**src/rtl/imm_pkg.sv**
```systemverilog
// Shared immediate-generation types: immediate-type encoding, RV opcodes and
// the funct3 values that turn an OP-IMM into a shift.
package imm_pkg;

    typedef enum logic [2:0] {
        IMM_I     = 3'b000,
        IMM_S     = 3'b001,
        IMM_R     = 3'b010,
        IMM_B     = 3'b011,
        IMM_U     = 3'b100,
        IMM_J     = 3'b101,
        IMM_SHAMT = 3'b110,
        IMM_ILL   = 3'b111
    } imm_type_e;

    localparam logic [6:0] OP_LOAD     = 7'b0000011;
    localparam logic [6:0] OP_JALR     = 7'b1100111;
    localparam logic [6:0] OP_SYSTEM   = 7'b1110011;
    localparam logic [6:0] OP_MISC_MEM = 7'b0001111;
    localparam logic [6:0] OP_IMM      = 7'b0010011;
    localparam logic [6:0] OP_STORE    = 7'b0100011;
    localparam logic [6:0] OP_REG      = 7'b0110011;
    localparam logic [6:0] OP_BRANCH   = 7'b1100011;
    localparam logic [6:0] OP_LUI      = 7'b0110111;
    localparam logic [6:0] OP_AUIPC    = 7'b0010111;
    localparam logic [6:0] OP_JAL      = 7'b1101111;

    localparam logic [2:0] F3_SLLI = 3'b001;
    localparam logic [2:0] F3_SRXI = 3'b101;

endpackage

```
**src/rtl/imm_decode.sv**
```systemverilog
// Combinational immediate extraction and sign/zero extension to XLEN.
// Zero latency; no flow control of its own.
module imm_decode
    import imm_pkg::*;
#(
    parameter int XLEN        = 32,
    parameter int AUTO_DECODE = 0
) (
    input  logic [31:0]     i_inst,
    input  logic [2:0]      i_imm_type,
    output logic [XLEN-1:0] o_imm,
    output logic [2:0]      o_imm_type,
    output logic            o_illegal
);

    imm_type_e w_type;
    logic [XLEN-1:0] w_imm;

    always_comb begin
        w_type = imm_type_e'(i_imm_type);
        if (AUTO_DECODE != 0) begin
            case (i_inst[6:0])
                OP_LOAD, OP_JALR, OP_SYSTEM, OP_MISC_MEM: w_type = IMM_I;
                OP_IMM: w_type = (i_inst[14:12] == F3_SLLI || i_inst[14:12] == F3_SRXI)
                                 ? IMM_SHAMT : IMM_I;
                OP_STORE:         w_type = IMM_S;
                OP_REG:           w_type = IMM_R;
                OP_BRANCH:        w_type = IMM_B;
                OP_LUI, OP_AUIPC: w_type = IMM_U;
                OP_JAL:           w_type = IMM_J;
                default:          w_type = IMM_ILL;
            endcase
        end
    end

    always_comb begin
        w_imm = '0;
        case (w_type)
            IMM_I: w_imm = XLEN'($signed(i_inst[31:20]));
            IMM_S: w_imm = XLEN'($signed({i_inst[31:25], i_inst[11:7]}));
            IMM_B: w_imm = XLEN'($signed({i_inst[31], i_inst[7], i_inst[30:25],
                                          i_inst[11:8], 1'b0}));
            IMM_U: w_imm = XLEN'($signed({i_inst[31:12], 12'b0}));
            IMM_J: w_imm = XLEN'($signed({i_inst[31], i_inst[19:12], i_inst[20],
                                          i_inst[30:21], 1'b0}));
            // RV64 shifts carry a 6-bit shamt, RV32 only 5
            IMM_SHAMT: w_imm = (XLEN == 64) ? XLEN'(i_inst[25:20]) : XLEN'(i_inst[24:20]);
            default: w_imm = '0;
        endcase
    end

    assign o_imm      = w_imm;
    assign o_imm_type = w_type;
    assign o_illegal  = (w_type == IMM_ILL);

endmodule

```
**src/rtl/imm_gen_pipe.sv**
```systemverilog
// Immediate generator with a DEPTH-entry output queue; one cycle empty-to-valid.
// in_ready drops only when the queue is full, regardless of out_ready.
module imm_gen_pipe
    import imm_pkg::*;
#(
    parameter int XLEN        = 32,
    parameter int DEPTH       = 2,
    parameter int AUTO_DECODE = 0
) (
    input  logic            clk,
    input  logic            rst,
    input  logic            flush,
    input  logic            in_valid,
    output logic            in_ready,
    input  logic [31:0]     in_inst,
    input  logic [2:0]      in_imm_type,
    output logic            out_valid,
    input  logic            out_ready,
    output logic [XLEN-1:0] out_imm,
    output logic [2:0]      out_imm_type,
    output logic            out_illegal,
    output logic [15:0]     illegal_count
);

    localparam int PW = (DEPTH > 1) ? $clog2(DEPTH) : 1;
    localparam logic [PW:0] DEPTH_C = (PW+1)'(DEPTH);

    logic [XLEN-1:0] r_imm [DEPTH];
    logic [2:0]      r_type [DEPTH];
    logic            r_ill [DEPTH];
    logic [PW-1:0]   r_wr_ptr;
    logic [PW-1:0]   r_rd_ptr;
    logic [PW:0]     r_count;
    logic [15:0]     r_ill_cnt;

    logic [XLEN-1:0] w_imm;
    logic [2:0]      w_type;
    logic            w_illegal;
    logic            w_push;
    logic            w_pop;
    logic            w_out_valid;

    imm_decode #(
        .XLEN        (XLEN),
        .AUTO_DECODE (AUTO_DECODE)
    ) u_decode (
        .i_inst     (in_inst),
        .i_imm_type (in_imm_type),
        .o_imm      (w_imm),
        .o_imm_type (w_type),
        .o_illegal  (w_illegal)
    );

    assign in_ready    = (r_count < DEPTH_C);
    assign w_out_valid = (r_count != '0);
    assign w_push      = in_valid && in_ready && !flush;
    assign w_pop       = w_out_valid && out_ready && !flush;

    always_ff @(posedge clk or posedge rst) begin
        if (rst) begin
            r_wr_ptr  <= '0;
            r_rd_ptr  <= '0;
            r_count   <= '0;
            r_ill_cnt <= '0;
        end else if (flush) begin
            r_wr_ptr <= '0;
            r_rd_ptr <= '0;
            r_count  <= '0;
        end else begin
            if (w_push) r_wr_ptr <= r_wr_ptr + 1'b1;
            if (w_pop)  r_rd_ptr <= r_rd_ptr + 1'b1;
            if (w_push && !w_pop)      r_count <= r_count + 1'b1;
            else if (!w_push && w_pop) r_count <= r_count - 1'b1;
            if (w_push && w_illegal && r_ill_cnt != 16'hFFFF) r_ill_cnt <= r_ill_cnt + 1'b1;
        end
    end

    // Payload storage carries no reset; outputs are masked by out_valid instead.
    always_ff @(posedge clk) begin
        if (w_push) begin
            r_imm[r_wr_ptr]  <= w_imm;
            r_type[r_wr_ptr] <= w_type;
            r_ill[r_wr_ptr]  <= w_illegal;
        end
    end

    assign out_valid     = w_out_valid;
    assign out_imm       = w_out_valid ? r_imm[r_rd_ptr]  : '0;
    assign out_imm_type  = w_out_valid ? r_type[r_rd_ptr] : 3'b000;
    assign out_illegal   = w_out_valid && r_ill[r_rd_ptr];
    assign illegal_count = r_ill_cnt;

endmodule
```
**config.mk**
```make
export PLATFORM = sky130hd
export DESIGN_NAME = imm_gen_pipe
export DESIGN_NICKNAME = d
export VERILOG_FILES = /design/src/rtl/imm_pkg.sv /design/src/rtl/imm_decode.sv /design/src/rtl/imm_gen_pipe.sv
export SDC_FILE = /design/constraint.sdc
export NUM_CORES = 1
export LEC_CHECK = 0
export ABC_AREA = 1
export BUFFER_PORTS_ARGS = -buffer_cell sky130_fd_sc_hd__buf_2
export CAP_MARGIN = 20
export CORE_ASPECT_RATIO = 1.5
export CORE_MARGIN = 1.5
export CORE_UTILIZATION = 55
export CTS_BUF_LIST = sky130_fd_sc_hd__clkbuf_4 sky130_fd_sc_hd__clkbuf_8 sky130_fd_sc_hd__clkbuf_16
export CTS_CLUSTER_DIAMETER = 40
export DETAILED_ROUTE_END_ITERATION = 10
export PLACE_DENSITY = 0.8
export SLEW_MARGIN = 30
export SYNTH_ARGS = -nofsm -noshare
export SYNTH_HDL_FRONTEND = slang
export SYNTH_HIERARCHICAL = 1
export SYNTH_SLANG_ARGS = --single-unit
```
**constraint.sdc**
```tcl
create_clock -name clk -period 4.2 [get_ports clk]
set_input_delay 0.84 -clock clk [delete_from_list [all_inputs] [get_ports clk]]
set_output_delay 0.84 -clock clk [all_outputs]
set_load 0.005 [all_outputs]
```
==> impl_metrics.env <==
export IMPL_synth_cells=502
export IMPL_rsz0062_at_grt="no"
export IMPL_ys_types=28
export IMPL_min_period_ns=2.91
export IMPL_start_util=0.567
export IMPL_io_pins=94
export IMPL_post_cts_buffers=0
export IMPL_crit_path_end_kind="primary output"
export IMPL_wl_per_cell_microns=14.0
export IMPL_cpLargestDelayFamily="buffers and inverters"
export IMPL_critPathKind="register to primary output"
export IMPL_n_antenna_cell=0
export IMPL_antenna_found_initial=0
export IMPL_first_iter_violations=231
export IMPL_ys_warn_count=6
export IMPL_htreeDepth=3
export IMPL_pwr_share_clk=0.310
export IMPL_cpMaxStageDelayCell="inv_1"
export IMPL_power_share_sequential=0.424
export IMPL_synth_area_sq_um=4510
export IMPL_dieArea_sq_um=8760
export IMPL_grt_max_degree=38
export IMPL_cts_repair_resized=0
export IMPL_synth_seq_cells=92
export IMPL_worst_clock_skew_ns=0.00450
export IMPL_critical_path_required_ns=3.36
export IMPL_avgSynthCellArea_sq_um=8.98
export IMPL_cts_sinks=92
export IMPL_cts_reportedPaths_clkPinSlew_ns=0.06
export IMPL_die_h_microns=114
export IMPL_port_buffers=86
export IMPL_p_per_area_nw_per_um2=510
export IMPL_fmax_ghz=0.344
export IMPL_cp_arrival_ns=2.07
export IMPL_worst_slack_ns=1.29
export IMPL_internal_power_mw=1.88
export IMPL_clkLatencyLatePin_ns=0.33
export IMPL_reg2reg_slack_ns=2.14
export IMPL_p_sw_mw=0.819
export IMPL_place_hpwl_microns=6450
export IMPL_place_gp_congestion=0.917
export IMPL_p_leak_nw=2.40
export IMPL_synth_compound_area_share=0.0716
export IMPL_overflow=0
export IMPL_first_pass_iters=8
export IMPL_hold_path_class="register to register"
export IMPL_cts_tree="yes"
export IMPL_crit_fanout=29
export IMPL_max_vdd_ir_drop_uv=261
export IMPL_drc=0
export IMPL_routed_via_density=5.33
export IMPL_die_w_microns=76.9
export IMPL_holdWs_ns=0.553
export IMPL_setup_viol=0
export IMPL_cts_buffers=9
export IMPL_p_sw_frac=0.303
export IMPL_ctsHoldBuffers=0
export IMPL_rows=40
export IMPL_cp_cell_sequence="inv_1 -> buf_4 -> nand2_1 -> a21oi_1 -> buf_2"
export IMPL_grt_pass1_vias=3556
export IMPL_synthAdderAreaFrac=0.00277
export IMPL_fin_setup_tns_ns=0
export IMPL_start_kind="register"
export IMPL_maxSlewViolCount=0
export IMPL_syn_to_final_growth_pct=17.3
export IMPL_vias=3678
export IMPL_syn_nets=543
export IMPL_tightest_slew_ns=0.901
export IMPL_synthXorXnorAreaFrac=0.0136
export IMPL_synth_top_family_by_area="simple AND/OR/NAND/NOR gates"
export IMPL_fin_crit_sh=0.692
export IMPL_yosysSeqAreaShare=0.590
export IMPL_coreArea_sq_um=7960
export IMPL_grt_total_usage=0.231
export IMPL_layout_drive_gt1_share=0.200
export IMPL_hold_viol_final=0
export IMPL_clock_path_buffers=2
export IMPL_maxCapViolations=0
export IMPL_relSlewSlack=0.399
export IMPL_finalWirelength_microns=9690
export IMPL_ant_nets=0
export IMPL_cts_root_buf="clkbuf_16"
export IMPL_pwr_share_comb=0.266
export IMPL_crit_path_max_incr_delay_ns=0.65
export IMPL_grt_pass1_wl_microns=15700
export IMPL_pre_cts_ws_ns=1.48
export IMPL_yosys_mux_area_fraction=0
export IMPL_status="finished, final reports clean"
export IMPL_crit_buf_inv=3
export IMPL_nets=621
export IMPL_synth_simple_area_share=0.249
[metal layers]
layer | wire length [microns] | part of all wire | track usage | vias up
met4 | 199 | 0.021 | 0.111 | 0
met3 | 691 | 0.071 | 0.0632 | 21
met2 | 5220 | 0.54 | 0.421 | 143
met5 | 0 | 0 | 0 | -
met1 | 3580 | 0.37 | 0.244 | 1703
li1 | - | - | - | 1811
[stage by stage]
stage | instances | area (sq um) | utilization | power [mW]
2_1_floorplan | 502 | 4510 | - | 1.58
3_3_place_gp | 673 | 4960 | 0.623 | 1.86
3_5_place_dp | 674 | 4970 | 0.625 | 1.88
4_1_cts | 690 | 5290 | 0.665 | 2.72
5_1_grt | 690 | 5290 | 0.665 | 2.85
6_report | 690 | 5290 | 0.665 | 2.70
[cell families after synthesis]
logic type | Yosys count
xor gates and xnor gates | 7
AOI/OAI and AO/OA | 61
buffers and inverters | 70
adders and majority gates | 1
DFF | 92
and+or+nand+nor | 271
[final timing paths]
| path | cells past startpoint | startpoint | to |
|---|---|---|---|
| worst max-delay path | 5 | r_rd_ptr | out_imm[24] |
| worst min-delay path | 2 | r_count[0] | r_count[0] |
| worst max register to register | 8 | illegal_count[0] | illegal_count[9] |
| worst min register to register | 2 | r_count[0] | r_count[0] |
| max in group asynchronous | 2 | rst | illegal_count[2] |
| min in group asynchronous | 2 | rst | illegal_count[8] |
[power groups by stage]
stage / registers [mW] / clock network (mW) / logic (mW)
floorplan: 1.15 / 0 / 0.431
global placement: 1.16 / 0 / 0.699
detailed placement: 1.16 / 0 / 0.719
CTS: 1.14 / 0.851 / 0.725
global route: 1.15 / 0.888 / 0.809
finish: 1.14 / 0.837 / 0.718
[cell usage after synthesis, drive strengths merged]
master	number	area share
nand2	191	0.16
dfrtp	20	0.11
nand3	28	0.032
nor3	3	0.0033
clkinv	1	0.00083
a21boi	1	0.0017
inv	46	0.039
xnor2	6	0.012
ha	1	0.0028
xor2	1	0.0019
clkbuf	5	0.0042
o22ai	1	0.0014
o21ai	21	0.026
buf	18	0.029
edfxtp	72	0.48
nand4	14	0.019
o211ai	1	0.0017
nor2	35	0.032
a21oi	37	0.041
[flip-flops by register name, indices dropped and copies added, names as in the netlist]
register       flops
r_rd_ptr           1
illegal_count     16
r_count            2
r_ill              2
r_type             6
r_wr_ptr           1
r_imm             64
[worst reg2reg max path, cell delays in order, from the launching register on]
cell and delay [ns]:
dfrtp_1 0.46, ha_1 0.31, nand3_2 0.13, clkinv_1 0.13
nand2_2 0.09, o21ai_4 0.48, inv_4 0.19, nand2_1 0.11
nand2_1 0.05
[placed cells by master, fill, tap and decap left out]
master	n
nand2_1	187
buf_2	86
edfxtp_1	72
inv_1	43
a21oi_1	37
nor2_1	32
nand3_1	27
o21ai_0	20
dfrtp_1	20
nand4_1	14
clkbuf_16	9
xnor2_1	6
nand2_2	4
clkinv_1	3
nor2_4	3
buf_4	3
inv_4	2
nor3_1	2
bufinv_16	2
clkbuf_4	2
nand3_2	1
o21ai_4	1
inv_2	1
nor3_2	1
o22ai_1	1
xor2_1	1
ha_1	1
clkinv_4	1
buf_8	1
o211ai_1	1
a21boi_0	1
[area by class of cell]
class / instances / area [sq um]
Fill cell: 593 / 2670
Sequential cell: 92 / 2660
Multi-Input combinational cell: 340 / 1530
Timing Repair Buffer: 90 / 468
Clock buffer: 11 / 240
Inverter: 47 / 181
Tap cell: 105 / 131
Clock inverter: 5 / 76.3
(Power assumes the default switching activity.)
